File: src/rtl/filter_mac_pipe_if.sv
// ============================================================================
//  Module      : filter_mac_pipe_if
//  Description : Window-in / pixel-out handshake bundle for filter_mac_pipe.
//                Optional macro FILTER_MAC_BIAS_EN adds the signed bias field.
//  Revision    : 1.0 - initial release
// ============================================================================
`default_nettype none

interface filter_mac_pipe_if #(
    parameter int TAPS   = 9,
    parameter int PIX_W  = 8,
    parameter int COEF_W = 8,
    parameter int SHIFT  = 0
);
`ifdef FILTER_MAC_BIAS_EN
    localparam int c_ACC_W  = PIX_W + COEF_W + 1 + $clog2(TAPS);
    localparam int c_BIAS_W = c_ACC_W - SHIFT - 1;
`endif

    logic                     in_valid;
    logic                     in_ready;
    logic [TAPS*PIX_W-1:0]    pixels;
    logic [TAPS*COEF_W-1:0]   coefs;
    logic                     abs_mode;
`ifdef FILTER_MAC_BIAS_EN
    logic signed [c_BIAS_W-1:0] bias;
`endif
    logic                     out_valid;
    logic                     out_ready;
    logic [PIX_W-1:0]         out_pixel;

    // Producer of windows / consumer of pixels
    modport master (
        output in_valid, pixels, coefs, abs_mode,
`ifdef FILTER_MAC_BIAS_EN
        output bias,
`endif
        output out_ready,
        input  in_ready, out_valid, out_pixel
    );

    // The filter block itself
    modport slave (
        input  in_valid, pixels, coefs, abs_mode,
`ifdef FILTER_MAC_BIAS_EN
        input  bias,
`endif
        input  out_ready,
        output in_ready, out_valid, out_pixel
    );
endinterface

`default_nettype wire

File: src/rtl/filter_mac_pipe.sv
// ============================================================================
//  Module      : filter_mac_pipe
//  Description : Fully pipelined convolution MAC: per-tap multiply, binary
//                adder tree, round/shift, abs-or-zero, saturate to PIX_W.
//                A single global enable stalls every stage on back-pressure.
//                Optional macro FILTER_MAC_BIAS_EN adds a per-window bias.
//  Revision    : 1.0 - initial release
// ============================================================================
`default_nettype none

module filter_mac_pipe #(
    parameter int TAPS   = 9,
    parameter int PIX_W  = 8,
    parameter int COEF_W = 8,
    parameter int SHIFT  = 0
) (
    input  logic              clk,
    input  logic              rst_n,
    filter_mac_pipe_if.slave  bus
);

    // Number of nodes on tree level k (level 0 = products)
    function automatic int f_cnt(input int k);
        return (TAPS + (1 << k) - 1) >> k;
    endfunction

    // Index of the first node of level k in the flattened node array
    function automatic int f_base(input int k);
        int b;
        b = 0;
        for (int i = 0; i < k; i++) b += f_cnt(i);
        return b;
    endfunction

    localparam int c_L     = $clog2(TAPS);
    localparam int c_ACC_W = PIX_W + COEF_W + 1 + c_L;
    localparam int c_N_W   = c_ACC_W + 2;   // headroom for bias and rounding
    localparam int c_NODES = f_base(c_L + 1);
    localparam int c_ROOT  = c_NODES - 1;
`ifdef FILTER_MAC_BIAS_EN
    localparam int c_BIAS_W = c_ACC_W - SHIFT - 1;
`endif

    logic                      w_adv;
    logic signed [c_ACC_W-1:0] w_opa    [TAPS];
    logic signed [c_ACC_W-1:0] w_opb    [TAPS];
    logic signed [c_ACC_W-1:0] w_node_d [c_NODES];
    logic signed [c_ACC_W-1:0] r_node   [c_NODES];
    logic                      r_vld    [c_L+1];
    logic                      r_abs    [c_L+1];
`ifdef FILTER_MAC_BIAS_EN
    logic signed [c_BIAS_W-1:0] r_bias  [c_L+1];
`endif
    logic signed [c_N_W-1:0]   w_sum;
    logic signed [c_N_W-1:0]   w_rnd;
    logic signed [c_N_W-1:0]   w_mag;
    logic                      w_over;
    logic [PIX_W-1:0]          w_pix_n;
    logic                      r_out_valid;
    logic [PIX_W-1:0]          r_out_pixel;

    // Whole pipe moves only when the output slot is free or being drained
    assign w_adv         = !r_out_valid || bus.out_ready;
    assign bus.in_ready  = w_adv;
    assign bus.out_valid = r_out_valid;
    assign bus.out_pixel = r_out_pixel;

    // Stage M inputs: pixel zero-extended, coefficient sign-extended
    for (genvar t = 0; t < TAPS; t++) begin : g_tap
        assign w_opa[t]    = {{(c_ACC_W-PIX_W){1'b0}}, bus.pixels[t*PIX_W +: PIX_W]};
        assign w_opb[t]    = {{(c_ACC_W-COEF_W){bus.coefs[t*COEF_W+COEF_W-1]}},
                              bus.coefs[t*COEF_W +: COEF_W]};
        assign w_node_d[t] = w_opa[t] * w_opb[t];
    end

    // Adder tree: pairs in index order, odd leftover passes through a register
    for (genvar k = 1; k <= c_L; k++) begin : g_lvl
        for (genvar j = 0; j < f_cnt(k); j++) begin : g_node
            if (2*j + 1 < f_cnt(k-1)) begin : g_pair
                assign w_node_d[f_base(k)+j] = r_node[f_base(k-1)+2*j]
                                             + r_node[f_base(k-1)+2*j+1];
            end else begin : g_pass
                assign w_node_d[f_base(k)+j] = r_node[f_base(k-1)+2*j];
            end
        end
    end

    // Product and tree registers, all advancing together
    always_ff @(posedge clk or negedge rst_n) begin
        if (!rst_n) begin
            for (int i = 0; i < c_NODES; i++) r_node[i] <= '0;
        end else if (w_adv) begin
            for (int i = 0; i < c_NODES; i++) r_node[i] <= w_node_d[i];
        end
    end

    // Valid, abs_mode (and bias) travel with their window; bubbles are kept
    always_ff @(posedge clk or negedge rst_n) begin
        if (!rst_n) begin
            for (int s = 0; s <= c_L; s++) begin
                r_vld[s] <= 1'b0;
                r_abs[s] <= 1'b0;
`ifdef FILTER_MAC_BIAS_EN
                r_bias[s] <= '0;
`endif
            end
        end else if (w_adv) begin
            r_vld[0] <= bus.in_valid;
            r_abs[0] <= bus.abs_mode;
`ifdef FILTER_MAC_BIAS_EN
            r_bias[0] <= bus.bias;
`endif
            for (int s = 1; s <= c_L; s++) begin
                r_vld[s] <= r_vld[s-1];
                r_abs[s] <= r_abs[s-1];
`ifdef FILTER_MAC_BIAS_EN
                r_bias[s] <= r_bias[s-1];
`endif
            end
        end
    end

    // Stage N: widen root sum, optionally add bias scaled to the same weight
`ifdef FILTER_MAC_BIAS_EN
    assign w_sum = {{(c_N_W-c_ACC_W){r_node[c_ROOT][c_ACC_W-1]}}, r_node[c_ROOT]}
                 + ({{(c_N_W-c_BIAS_W){r_bias[c_L][c_BIAS_W-1]}}, r_bias[c_L]} <<< SHIFT);
`else
    assign w_sum = {{(c_N_W-c_ACC_W){r_node[c_ROOT][c_ACC_W-1]}}, r_node[c_ROOT]};
`endif

    // Round half up, then arithmetic shift
    if (SHIFT > 0) begin : g_round
        localparam logic signed [c_N_W-1:0] c_HALF = c_N_W'(1) << (SHIFT - 1);
        assign w_rnd = (w_sum + c_HALF) >>> SHIFT;
    end else begin : g_noround
        assign w_rnd = w_sum;
    end

    // Negative results become |x| in abs mode, else zero
    always_comb begin
        w_mag = w_rnd;
        if (w_rnd[c_N_W-1]) begin
            w_mag = r_abs[c_L] ? -w_rnd : '0;
        end
    end

    // Saturate anything with bits above the pixel range
    assign w_over  = |w_mag[c_N_W-1:PIX_W];
    assign w_pix_n = w_over ? {PIX_W{1'b1}} : w_mag[PIX_W-1:0];

    // Output register: holds while the consumer stalls
    always_ff @(posedge clk or negedge rst_n) begin
        if (!rst_n) begin
            r_out_valid <= 1'b0;
            r_out_pixel <= '0;
        end else if (w_adv) begin
            r_out_valid <= r_vld[c_L];
            r_out_pixel <= w_pix_n;
        end
    end

endmodule

`default_nettype wire

File: src/flat_wrapper.sv
// flat-port wrapper written by rule: the top's interface ports become plain ports
module filter_mac_pipe_flat 
#(
    parameter int TAPS   = 9,
    parameter int PIX_W  = 8,
    parameter int COEF_W = 8,
    parameter int SHIFT  = 0
)
  (clk, rst_n, bus_in_valid, bus_pixels, bus_coefs, bus_abs_mode, bus_out_ready, bus_in_ready, bus_out_valid, bus_out_pixel);
  filter_mac_pipe_if #(.TAPS(TAPS), .PIX_W(PIX_W), .COEF_W(COEF_W), .SHIFT(SHIFT)) bus_i ();
  input  logic clk;
  input  logic rst_n;
  input wire logic [$bits(bus_i.in_valid)-1:0] bus_in_valid;
  input wire logic [$bits(bus_i.pixels)-1:0] bus_pixels;
  input wire logic [$bits(bus_i.coefs)-1:0] bus_coefs;
  input wire logic [$bits(bus_i.abs_mode)-1:0] bus_abs_mode;
  input wire logic [$bits(bus_i.out_ready)-1:0] bus_out_ready;
  output wire logic [$bits(bus_i.in_ready)-1:0] bus_in_ready;
  output wire logic [$bits(bus_i.out_valid)-1:0] bus_out_valid;
  output wire logic [$bits(bus_i.out_pixel)-1:0] bus_out_pixel;
  assign bus_i.in_valid = bus_in_valid;
  assign bus_i.pixels = bus_pixels;
  assign bus_i.coefs = bus_coefs;
  assign bus_i.abs_mode = bus_abs_mode;
  assign bus_i.out_ready = bus_out_ready;
  assign bus_in_ready = bus_i.in_ready;
  assign bus_out_valid = bus_i.out_valid;
  assign bus_out_pixel = bus_i.out_pixel;
  filter_mac_pipe #(.TAPS(TAPS), .PIX_W(PIX_W), .COEF_W(COEF_W), .SHIFT(SHIFT)) u_core (.clk(clk), .rst_n(rst_n), .bus(bus_i));
endmodule
File: config.mk
export PLATFORM = sky130hd
export DESIGN_NAME = filter_mac_pipe_flat
export DESIGN_NICKNAME = d
export VERILOG_FILES = /design/src/rtl/filter_mac_pipe_if.sv /design/src/rtl/filter_mac_pipe.sv /design/src/flat_wrapper.sv
export SDC_FILE = /design/constraint.sdc
export NUM_CORES = 2
export LEC_CHECK = 0
export CELL_PAD_IN_SITES_DETAIL_PLACEMENT = 0
export CELL_PAD_IN_SITES_GLOBAL_PLACEMENT = 1
export CORE_MARGIN = 2
export CORE_UTILIZATION = 45
export DETAILED_ROUTE_END_ITERATION = 7
export GPL_TIMING_DRIVEN = 1
export HOLD_SLACK_MARGIN = 0.08
export PLACE_DENSITY = 0.79
export RECOVER_POWER = 100
export SLEW_MARGIN = 0
export SYNTH_ARGS = -nofsm -noshare
export SYNTH_HDL_FRONTEND = slang
export SYNTH_SLANG_ARGS = --single-unit
export TNS_END_PERCENT = 30
File: constraint.sdc
create_clock -name clk -period 7.45 [get_ports clk]
set_input_delay 1.8625 -clock clk [delete_from_list [all_inputs] [get_ports clk]]
set_output_delay 1.8625 -clock clk [all_outputs]
set_load 0.02 [all_outputs]
==> run metrics <==
Hold Crit Start=u_core.r_node[134]$_DFFE_PN0P_; clk_lat worst skew=0.58 ns; Antenna Diode Count=0; Post-synth top cells=nand2_1 (652), inv_1 (547), ha_1 (536); Pwr per Cell Area=399 nW/um^2; Hold EP=u_core.r_node[134]$_DFFE_PN0P_; switching share of power=45.2%; Synth Cell Area=40,100 sq um; Post-synth EDFFs=0; drt wl/cell=14.5 um; Die Width=303 um; detailed placement HPWL=66,800 um; Rel. slew slack=-214%; failing checks=capacitance limit, slew limit; internal power=9.71 mW; total of max-cap violations=5; share of cells above drive strength 1=2.56%; leakage=22.0 nW; Hold Path Depth=2; post-route ant nets=0; dominant cell by count in the synthesized netlist=nand2_1; Max Slew Vio Count=434; H-tree levels=2; asr flop ratio synth=100%; Placer Congestion=0.833; overall routing resource usage=19.1%; unrepaired setup endpoints after global routing=no; Post CTS Setup Buffer Count=0; R2R Setup Slk=2.87 ns; syn_nets=5,566; Final #Nets=5,690; Yosys top cell area share=24.4%; Synth Area in Simple Gates=19.1%; Initial Utilization=45.4%; Data required, critical path=7.86 ns; die height=303 um; sequential cell area fraction in the yosys report=24.4%; Yosys reg bits=391; Fin. Hold Viols=0; Slew @ Worst Pin=4.70 ns; gr ovfl total=0; Crit. End Element=flop; vias in the first global route=29,745; worst r2r dst=u_core.r_node[231]$_DFFE_PN0P_; global-route wire length before repair=147,000 um; Net Switching=8.02 mW; Primary FF master, synth=dfrtp_1; top cells by area, synth=dfrtp_1 (24%), fa_1 (17%), ha_1 (17%), nand2_1 (6.1%), and2_1 (5.6%); Post-Synth XOR/XNOR Area=5.00%; port bufs=158; r2r startpoint=u_core.bus.out_valid$_DFFE_PN0P_; number of distinct library cells after synthesis=77; Setup-failing EPs final=0; crit path from=bus_coefs[0]; vias per cell=5.05; Place WS=0.659 ns; kind of critical path=primary input to flop; First DRT Iteration DRCs=1,615; post-synthesis compound-gate area fraction=11.7%; post-cts sizing count=0; initial antenna violation count=0; syn avg cell area=8.84 sq um; Synth Area in Adders=33.7%; Yosys warning count=0; Synth area leader=dfrtp_1; status=finished with violations; HP Class=flop to flop; largest net degree at the start of global routing=176; Post-Synthesis Cells=4,540; clock sinks=391; CTS root buf=clkbuf_16; Max Fclk=160 MHz; multiplexer share of the synthesized area=0.0561%; CTS tree=built; DRC viols=0; Fin Setup TNS=0 ns; crit path time final=6.23 ns; Die ar.=91,600 sq um; Worst Setup Slack, final=1.22 ns; crit path max fanout=8; DR pass1 iterations=5; maximum vdd drop=192 uV; Comb pwr share=63.4%; Sequential Power Share=23.5%; vias=29,573; clock buffer count from CTS=45; Row Count=109; Reg2Reg Depth=7; core area=88,400 sq um; io pins=159; Tcrit/Tclk final=83.7%; Worst setup SP type=primary input; Hold Buf Count CTS=0; clock-pin transition on the worst setup and hold timing paths=0.06 ns; area delta synth->final=10.7%; Worst EP arrival=6.64 ns; Longest Clk Path Bufs=3; Post-Route WL=84,900 um; largest family of logic cells by synthesized area=adder cells; Worst Skew=0.0214 ns; clock group share of total power=13.1%
## cell usage in the layout (no fill, tap or decap), drive strengths merged, types with 64 or more instances in the layout
master / count
o21ai: 186
clkbuf: 64
and2: 360
fa: 341
nand2: 652
nor2: 332
nand2b: 78
clkdlybuf4s50: 137
xnor2: 109
dfrtp: 391
xor2: 120
inv: 549
ha: 536
a21o: 67
a21oi: 329
## sequential cells by signal, summed over array words and instances, names as in the netlist
signal                cells
u_core.bus.out_pixel      8
u_core.r_vld              5
u_core.r_abs              5
u_core.bus.out_valid      1
u_core.r_node           372
## routing by layer
metal	vias to the layer above	wire (um)	global-route usage [%]
met5	-	0	0
met4	0	1240	3.46
met3	74	2110	1.65
met1	14163	42400	28.0
met2	272	39200	31.3
li1	15064	-	-
## metrics by stage
step	power [mW]	util, %	instance area [sq um]	hold WS [ns]	std cells
floorplan	12.8	-	40100	0.430	4540
global placement	15.3	48.6	42900	0.445	5782
detailed placement	15.5	48.6	42900	0.453	5782
CTS	18.0	50.3	44500	0.468	5861
global route	19.7	50.3	44400	0.490	5861
finish	17.7	50.3	44400	0.462	5861
## power by group through the flow
| stage | registers, mW | logic, mW | clock network, mW |
|---|---|---|---|
| floorplan | 3.82 | 9.01 | 0 |
| global placement | 4.19 | 11.1 | 0 |
| detailed placement | 4.21 | 11.3 | 0 |
| CTS | 4.19 | 11.4 | 2.38 |
| global route | 4.31 | 12.9 | 2.47 |
| finish | 4.17 | 11.2 | 2.32 |
## worst max-delay path, stage by stage
cell	delay, ns
dlygate4sd3_1	0.71
nand2_1	0.12
fa_1	0.49
fa_1	0.51
inv_1	0.05
fa_1	0.53
inv_1	0.05
fa_1	0.49
inv_1	0.05
ha_1	0.32
o21ai_0	0.10
nand2b_1	0.11
a21o_1	0.20
a31o_2	0.25
a41oi_1	0.32
a21oi_1	0.13
xnor2_1	0.23
a21oi_1	0.11
## worst max-delay path by stage
stage,endpoint
global placement,u_core.r_node[418]$_DFFE_PN0P_
global route,u_core.r_node[407]$_DFFE_PN0P_
detailed placement,u_core.r_node[418]$_DFFE_PN0P_
CTS,u_core.r_node[418]$_DFFE_PN0P_
floorplan,u_core.r_node[250]$_DFFE_PN0P_
finish,u_core.r_node[418]$_DFFE_PN0P_
## cell type report
cell class / instances / area (sq um)
clock buffers: 60 / 1290
clock inverters: 19 / 260
fillers: 8509 / 43900
inverters: 547 / 2060
multi-input cells: 3512 / 27900
flip-flops and latches: 391 / 9780
well taps: 1165 / 1460
repair buffers: 167 / 1680
## kinds of logic after synthesis
kind of cell,count (synthesis)
AOI/OAI and AO/OA,771
xor gates and xnor gates,229
adders and majority gates,877
buffers and inverters,637
DFF,391
muxes,2
and+or+nand+nor,1633
(Power assumes the default switching activity.)
